File: config.mk
export PLATFORM = sky130hd
export DESIGN_NAME = instr_sequencer
export DESIGN_NICKNAME = d
export VERILOG_FILES = /design/src/rtl/instr_sequencer.sv
export SDC_FILE = /design/constraint.sdc
export NUM_CORES = 1
export LEC_CHECK = 0
export CORE_UTILIZATION = 49
export CTS_CLUSTER_DIAMETER = 100
export DETAILED_ROUTE_END_ITERATION = 16
export PLACE_DENSITY_LB_ADDON = 0.12
export SYNTH_ARGS = -nofsm -noshare
export SYNTH_HDL_FRONTEND = slang
export SYNTH_SLANG_ARGS = --single-unit
File: constraint.sdc
create_clock -name clk -period 2.7 [get_ports clk]
set_clock_uncertainty 0.2 [all_clocks]
set_input_delay 0.54 -clock clk [delete_from_list [all_inputs] [get_ports clk]]
set_output_delay 0.54 -clock clk [all_outputs]
set_load 0.01 [all_outputs]
File: src/rtl/instr_sequencer.sv
// instr_sequencer: buffers {func,rx,ry,data} instructions in a small FIFO and issues them one at a
// time to the control unit as a single-cycle w pulse. Optional WAIT timeout: define SEQ_TIMEOUT_EN.
module instr_sequencer #(
  parameter int unsigned DEPTH = 4,
  parameter int unsigned AW    = 2
`ifdef SEQ_TIMEOUT_EN
  , parameter int unsigned TIMEOUT = 16
`endif
) (
  input  logic          clk,
  input  logic          rst,
  input  logic          in_valid,
  output logic          in_ready,
  input  logic [2:0]    in_func,
  input  logic [3:0]    in_rx,
  input  logic [3:0]    in_ry,
  input  logic [3:0]    in_data,
  output logic          w,
  output logic [2:0]    func,
  output logic [3:0]    rx,
  output logic [3:0]    ry,
  output logic [3:0]    data,
  input  logic          done,
  output logic          busy,
  output logic [AW:0]   fifo_count,
  output logic [7:0]    issued_count,
  output logic [1:0]    seq_state,
  output logic          error
);

  localparam int unsigned CW = AW + 1;

  typedef struct packed {
    logic [2:0] func;
    logic [3:0] rx;
    logic [3:0] ry;
    logic [3:0] data;
  } instr_t;

  typedef enum logic [1:0] {
    IDLE  = 2'b00,
    ISSUE = 2'b01,
    WAIT  = 2'b10
  } state_t;

  state_t        state_q, state_d;
  instr_t        mem [DEPTH];
  instr_t        in_word;
  instr_t        instr_q;
  logic [AW-1:0] wr_ptr, rd_ptr;
  logic [CW-1:0] count_q;
  logic [7:0]    issued_q;
  logic          push, pop;
  logic          fifo_nonempty;
  logic          timeout_hit;

  assign in_word       = {in_func, in_rx, in_ry, in_data};
  assign fifo_nonempty = (count_q != '0);
  assign in_ready      = rst & (count_q < CW'(DEPTH));
  assign push          = in_valid & in_ready;

  // FIFO storage and pointers; the head is only read from the registered count, so no fall-through.
  always_ff @(posedge clk) begin
    if (push) mem[wr_ptr] <= in_word;
  end

  always_ff @(posedge clk) begin
    if (!rst) begin
      wr_ptr  <= '0;
      rd_ptr  <= '0;
      count_q <= '0;
    end else begin
      if (push) wr_ptr <= wr_ptr + AW'(1);
      if (pop)  rd_ptr <= rd_ptr + AW'(1);
      case ({push, pop})
        2'b10:   count_q <= count_q + CW'(1);
        2'b01:   count_q <= count_q - CW'(1);
        default: count_q <= count_q;
      endcase
    end
  end

  // State register.
  always_ff @(posedge clk) begin
    if (!rst) state_q <= IDLE;
    else      state_q <= state_d;
  end

  // Next state and pop; done wins over a timeout in the same WAIT cycle.
  always_comb begin
    state_d = state_q;
    pop     = 1'b0;
    unique case (state_q)
      IDLE: begin
        if (fifo_nonempty) begin
          pop     = 1'b1;
          state_d = ISSUE;
        end
      end
      ISSUE: state_d = WAIT;
      WAIT: begin
        if (done) begin
          if (fifo_nonempty) begin
            pop     = 1'b1;
            state_d = ISSUE;
          end else begin
            state_d = IDLE;
          end
        end else if (timeout_hit) begin
          state_d = IDLE;
        end
      end
      default: state_d = IDLE;
    endcase
  end

  // Issued instruction fields and issue counter.
  always_ff @(posedge clk) begin
    if (!rst) begin
      instr_q  <= '0;
      issued_q <= '0;
    end else begin
      if (pop)              instr_q  <= mem[rd_ptr];
      if (state_q == ISSUE) issued_q <= issued_q + 8'd1;
    end
  end

`ifdef SEQ_TIMEOUT_EN
  localparam int unsigned TW = $clog2(TIMEOUT + 1);

  logic [TW-1:0] wait_cnt;
  logic          err_q;

  assign timeout_hit = (state_q == WAIT) && (wait_cnt == TW'(TIMEOUT - 1));

  // Counts WAIT cycles without done; error is sticky until reset.
  always_ff @(posedge clk) begin
    if (!rst) begin
      wait_cnt <= '0;
      err_q    <= 1'b0;
    end else begin
      if (state_q == ISSUE)                 wait_cnt <= '0;
      else if ((state_q == WAIT) && !done)  wait_cnt <= wait_cnt + TW'(1);
      if (timeout_hit && !done)             err_q    <= 1'b1;
    end
  end

  assign error = err_q;
`else
  assign timeout_hit = 1'b0;
  assign error       = 1'b0;
`endif

  assign w            = (state_q == ISSUE);
  assign busy         = (state_q != IDLE) | fifo_nonempty;
  assign fifo_count   = count_q;
  assign issued_count = issued_q;
  assign seq_state    = state_q;
  assign func         = instr_q.func;
  assign rx           = instr_q.rx;
  assign ry           = instr_q.ry;
  assign data         = instr_q.data;

endmodule
==> out/metrics.yaml <==
worst_setup_path:
  regToRegStartpoint: "fifo_count[2]"
  reg2reg_depth: 8
  cp_num_buf_inv: 1
  critPathTopFamily: "flip-flops"
  worst-setup-path-type: "flip-flop to output pin"
  cpPeakStageDelay_ns: 0.63
  slowest_stage: "dfxtp_1"
  cp_max_fo: 11
  endpoint_kind: "output pin"
  path_cells: "and2b_1, clkdlybuf4s50_1"
  cp.arrival_ns: 1.84
  cp-start-kind: "flip-flop"
  r2r_slack_ns: 0.46
  worstReg2RegEnd: "fifo_count[2]"
  path_depth: 2
  required_ns: 1.96
grt:
  busiest_layer: "met2"
  met1_usage_pct: 23.0
  grt_max_degree: 19
  antenna_found_initial: 0
  grt_pass1_vias: 1945
  grt_usage_pct: 18.2
  grt_pass1_wl_um: 9980
  gr-usage-met3_pct: 3.49
  grt_util_met2_pct: 30.5
  overflow: 0
final_layout:
  diodes: 0
  nets: 317
  drive_gt1_share_pct: 11.5
  final_common_cell: "edfxtp_1"
  final_util_pct: 62.4
  nFillCells: 562
  layout_common_cells: "edfxtp_1, clkdlybuf4s50_1, dfxtp_1"
  syn2layout_area_growth_pct: 23.7
worst_hold_path:
  whs_endpoint: "func[2]"
  min_path_cells: 2
  hold_path.class: "flip-flop to flip-flop"
  worstHoldStart: "func[2]"
synthesis:
  synth_mux_area_share_pct: 11.3
  ys_warn_count: 0
  synthArstFlopShare_pct: 0
  avgSynthCellArea_sq_um: 16.0
  ys_types: 37
  syn_area_sq_mm: 0.00364
  netlist_instances: 228
  synth_ff_type: "edfxtp_1"
  synth_edf_count: 60
  synth-simple-area-share_pct: 8.08
  synth-compound-area-share_pct: 6.16
  yosysSeqAreaShare_pct: 67.1
  synth_fp_nets: 254
  synth_fa_ha_area_share_pct: 2.61
  synth_top_family_by_area: "multiplexers"
  ys_ff_latch: 92
  synth_xor_area_share_pct: 1.20
pwr:
  p_per_area_mw_per_mm2: 880
  power.total_mw: 3.96
  peakVddDrop_v: 0.000422
  p_leak_nw: 1.52
floorplan:
  coreArea_sq_mm: 0.00721
  die_w_um: 88.2
  fp.dieH_um: 88.2
  fp-row-count: 31
  io_pins: 51
  initial_core_util_pct: 50.4
  dieArea_sq_mm: 0.00777
placed_design:
  place_ws_ns: -0.128
  numPortBuffers: 49
  gp_congestion: 0.698
  dp_hpwl_um: 4110
timing:
  tns_ns: 0
  setup_viol: 0
  hold_viol: 0
  tightest_slew_ns: 1.02
  timing.final.ws_setup_ns: 0.120
  slew_headroom_pct: 31.6
  maxSlewViolCount: 0
  finalWorstPathRequiredPeriod_ns: 2.58
  grt_setup_unrepaired: "false"
  fin_crit_sh_pct: 95.5
  holdWs_ns: 0.260
  max_freq_mhz: 388
clocking:
  cts_buffer_depth: 2
  htree_levels: 3
  path_clk_slew_ns: 0.09
  numCtsBuffers: 9
  cts.repair.resized: 0
  cts-root-buf: "clkbuf_8"
  worstSkewPairLatency_ns: 0.35
  cts_tree: "built"
  post_cts_buffers: 0
  ctsHoldBuffers: 0
  cts_sinks: 92
detailed_routing:
  ant_nets: 0
  drtIter0Drc: 85
  route.final.wire_length_um: 6370
  drt-vias-per-instance: 5.25
  post_drt_wl_per_cell_um: 16.1
  vias: 2074
  dr.pass1.iters: 4
  route.detailed.drc: 0
outcome:
  status: "finished, final reports clean"
run:
  max-cap-violations: 0
-- flip-flops by register name (all words and copies together) (netlist names) --
register / cells
wr_ptr: 2
rd_ptr: 2
fifo_count: 3
mem: 60
func: 3
ry: 4
seq_state: 2
issued_count: 8
data: 4
rx: 4
-- cell type report --
class                           instances  area (sq um)  area share (%)
Tap cell                               99           124            2.75
Clock inverter                          4          47.5            1.06
Clock buffer                           12           155            3.45
Multi-Input combinational cell        114          1080            23.9
Sequential cell                        92          2440            54.3
Inverter                               10          40.0           0.889
Timing Repair Buffer                   64           616            13.7
-- cell families (layout without fill, tap and decap cells) --
group	count (synthesis)	in the layout
other cells	1	1
compound gates	32	32
xor+xnor	5	5
flops	92	92
simple gates	52	52
mux	17	17
fa+ha+maj	7	7
buf+inv	22	90
-- report_power, final --
group	switching, mW	internal [mW]	leakage [nW]	total (mW)
registers	0.189	1.69	0.806	1.88
logic	0.503	0.640	0.611	1.14
clock network	0.459	0.476	0.104	0.935
total	1.15	2.81	1.52	3.96
-- how the worst max path moves through the flow --
stage	startpoint	to	slack (ns)
6_report	seq_state[0]	w	0.12
4_1_cts	seq_state[0]	w	0.12
3_3_place_gp	done	fifo_count[2]	-0.11
2_1_floorplan	done	fifo_count[2]	0.03
5_1_grt	seq_state[0]	w	0.04
3_5_place_dp	done	fifo_count[2]	-0.13
-- metrics by stage --
| step | cells | instance area [sq um] |
|---|---|---|
| global placement | 379 | 4300 |
| CTS | 395 | 4500 |
| global route | 395 | 4500 |
| floorplan | 228 | 3640 |
| detailed placement | 379 | 4300 |
| finish | 395 | 4500 |
-- worst register-to-register path, stage by stage, from the launching register on --
cell and delay [ns]:
dfxtp_1 0.46, nor3_4 0.12, nor3_4 0.19, ha_1 0.19, inv_1 0.05, fa_1 0.38, xor2_1 0.16, or3_1 0.30
a21oi_1 0.14
-- synthesized netlist by cell type, types with 3 or more instances --
master | number | area (sq um)
dfxtp_1 | 32 | 641
o2bb2ai_1 | 15 | 131
inv_1 | 9 | 33.8
nor2_1 | 10 | 37.5
o31ai_1 | 3 | 22.5
buf_4 | 3 | 22.5
a21oi_1 | 9 | 45.0
or3_1 | 5 | 31.3
and2_1 | 4 | 25.0
ha_1 | 6 | 75.1
mux4_1 | 14 | 368
nand2_1 | 19 | 71.3
xnor2_1 | 3 | 26.3
clkbuf_1 | 4 | 15.0
o21ai_0 | 5 | 25.0
edfxtp_1 | 60 | 1800
-- routing by layer --
metal	vias to the layer above	share of wire, %
met1	1022	46
li1	996	-
met3	12	3.0
met4	0	2.0
met5	-	0
met2	44	49
Note: power is estimated with default switching activity, not from simulation.
==> RTL change: new RTL, config.mk and constraints unchanged <==
Change the parameter `AW` from 2 to 3.
--- a/src/rtl/instr_sequencer.sv
+++ b/src/rtl/instr_sequencer.sv
@@ -4,3 +4,3 @@
   parameter int unsigned DEPTH = 4,
-  parameter int unsigned AW    = 2
+  parameter int unsigned AW    = 3
 `ifdef SEQ_TIMEOUT_EN
Ports: changed (resized fifo_count); port bits go from 51 to 52. The function was not compared with the original's and may differ.
==> RTL change against the original RTL <==
Core utilization is 3.0 points higher; fmax about the same; via count grew 3.1%; count of clock-buffer cells in the layout shrank 3; sequential cell count up 1; setup slack got worse by 0.0012 ns; power rose by 17%; design area increased by 0.81%; highest routed layer unchanged; largest cell class unchanged; routed wire length is 1.2% higher; register-to-register slack worse by 0.28 ns; area after synthesis decreased by 0.93%.
==> RTL change: results (changes against the original RTL) <==
| Metric | Value |
|---|---|
| Detailed-route wire length on metal 1 | 2850 µm (-2.5%) |
| Synth top area cells | edfxtp_1 50%, dfxtp_1 18%, mux4_2 9.4% |
| Path category of the worst min-delay check | reg2reg |
| Mean post-synth cell area | 14.2 µm² (-11%) |
| Max IR drop VDD | 0.000534 V (+27%) |
| Outcome | finished clean |
| Reg-to-reg critical path startpoint | fifo_count[1] |
| Net Sw Frac | 31.9% (+2.9 points) |
| DRC marker count from the first detailed-route iteration | 105 (+24%) |
| Critical path's slowest cell | or4_1 |
| Worst setup path start | done |
| Share of post-route cells with drive strength above 1 | 16.7% (+5.2 points) |
| Pin count of the biggest net entering global routing | 34 (+15) |
| Global-route usage over all layers | 18.6% (+0.35 points) |
| Hold path endpoint | ry[1] |
| Number of iterations in the first detailed-routing pass | 4 (unchanged) |
| Antenna violations before repair | 0 (unchanged) |
| Net count after synthesis | 281 (+11%) |
| Worst reg2reg path endpoint | fifo_count[3] |
| Detail Route met3 WL | 232 µm (+22%) |
| Worst-case reg-to-reg path depth | 9 (+1) |
| Total instance count after detailed placement | 403 (+6.3%) |
| Synth async-reset ratio | 0% (unchanged) |
| Final Wtd Congestion | 0.727 (+4.1%) |
| CP arrival | 2.67 ns (+0.83 ns) |
| Wire length of the first global-routing pass | 10,400 µm (+3.7%) |
| Number of standard cells in the layout, taps in and fillers out | 419 (+6.1%) |
| WL/cell | 15.4 µm (-4.6%) |
| Final Net Count | 346 (+9.1%) |
| Maximum single-stage delay on the critical path | 0.47 ns (-0.16 ns) |
| Port Buffer Count | 50 (+2.0%) |
| Top cell types by occurrence after synthesis | 60 x edfxtp_1, 36 x nand2_1, 33 x dfxtp_1, 22 x a21oi_1, 19 x nor2_1 |
| Number of library cell types mapped by synthesis | 32 (-14%) |
| Sequential area share after synthesis | 68.3% (+1.2 points) |
| Cell family with the largest share of critical-path delay | simple AND/OR/NAND/NOR gates |
| Total number of yosys warnings | 0 (unchanged) |
| Worst slack on hold paths | 0.256 ns (-0.00409 ns) |
| Hold wc startpoint | ry[1] |
| DR WL met2 | 3320 µm (+6.3%) |
| Register-to-Register Setup Slack | 0.18 ns (-0.28 ns) |
| Instance area at placement | 4300 µm² (+0.12%) |
[RTL change: cell types whose count changed after synthesis, sizes merged, moves of 6 or more]
cell and change:
nor2 +9, o2bb2ai -15, xor2 +6, a21oi +13, nand2 +17
[RTL change: worst max path at each step]
| stage | to | slack (ns) | depth (start not counted) |
|---|---|---|---|
| after global placement | fifo_count[3] | -0.27 | 10 |
| after detailed placement | fifo_count[3] | -0.31 | 10 |
| after global routing | fifo_count[3] | 0.06 | 10 |
| after CTS | fifo_count[3] | 0.06 | 10 |
| after floorplan | fifo_count[3] | 0.02 | 11 |
| final | fifo_count[3] | 0.12 | 10 |
[RTL change: per-stage QoR]
step           util [%]  setup WS, ns
2_1_floorplan         -        0.0160
3_3_place_gp       62.0        -0.269
3_5_place_dp       62.0        -0.313
4_1_cts            65.1        0.0599
5_1_grt            65.4        0.0577
6_report           65.4         0.119
[RTL change: cells by family (layout without fill, tap and decap cells)]
family	count (synthesis)	after routing	share of synthesized area, %
adders and majority gates	9	9	3.33
other	1	1	0.104
and+or+nand+nor	74	74	9.09
buffers and inverters	24	94	3.23
DFF	93	93	68.3
xor gates and xnor gates	11	11	2.67
muxes	16	16	9.65
AOI/OAI and AO/OA	25	25	3.61
[RTL change: worst register-to-register path, cell delays in order (launching register included)]
cell     delay, ns
dfxtp_1       0.37
nor4_1        0.36
or3_4         0.22
inv_4         0.04
ha_4          0.16
ha_4          0.28
nand3_1       0.10
and3_1        0.19
or4_1         0.40
a21oi_1       0.15
[RTL change: power groups by stage]
| stage | Combinational (µW) | Clock [µW] | Sequential [µW] |
|---|---|---|---|
| detailed placement | 1750 | 0 | 1890 |
| floorplan | 1020 | 0 | 1950 |
| finish | 1780 | 1010 | 1860 |
| CTS | 1750 | 1040 | 1860 |
| global route | 1960 | 1090 | 1880 |
| global placement | 1710 | 0 | 1880 |
[RTL change: layout make-up]
class	instances	area [µm²]
clock buffer	9	124
fill	546	2410
clock inverter	7	95.1
multi-input combinational	136	1060
timing repair buffer	68	636
sequential	93	2460
inverter	10	40.0
tap	96	120
[RTL change: per-layer routing]
metal / global-route usage [%] / vias to the layer above
li1: - / 1030
met1: 22.4 / 1060
met2: 32.0 / 42
met3: 5.47 / 6
met4: 6.11 / 0
met5: 0 / -
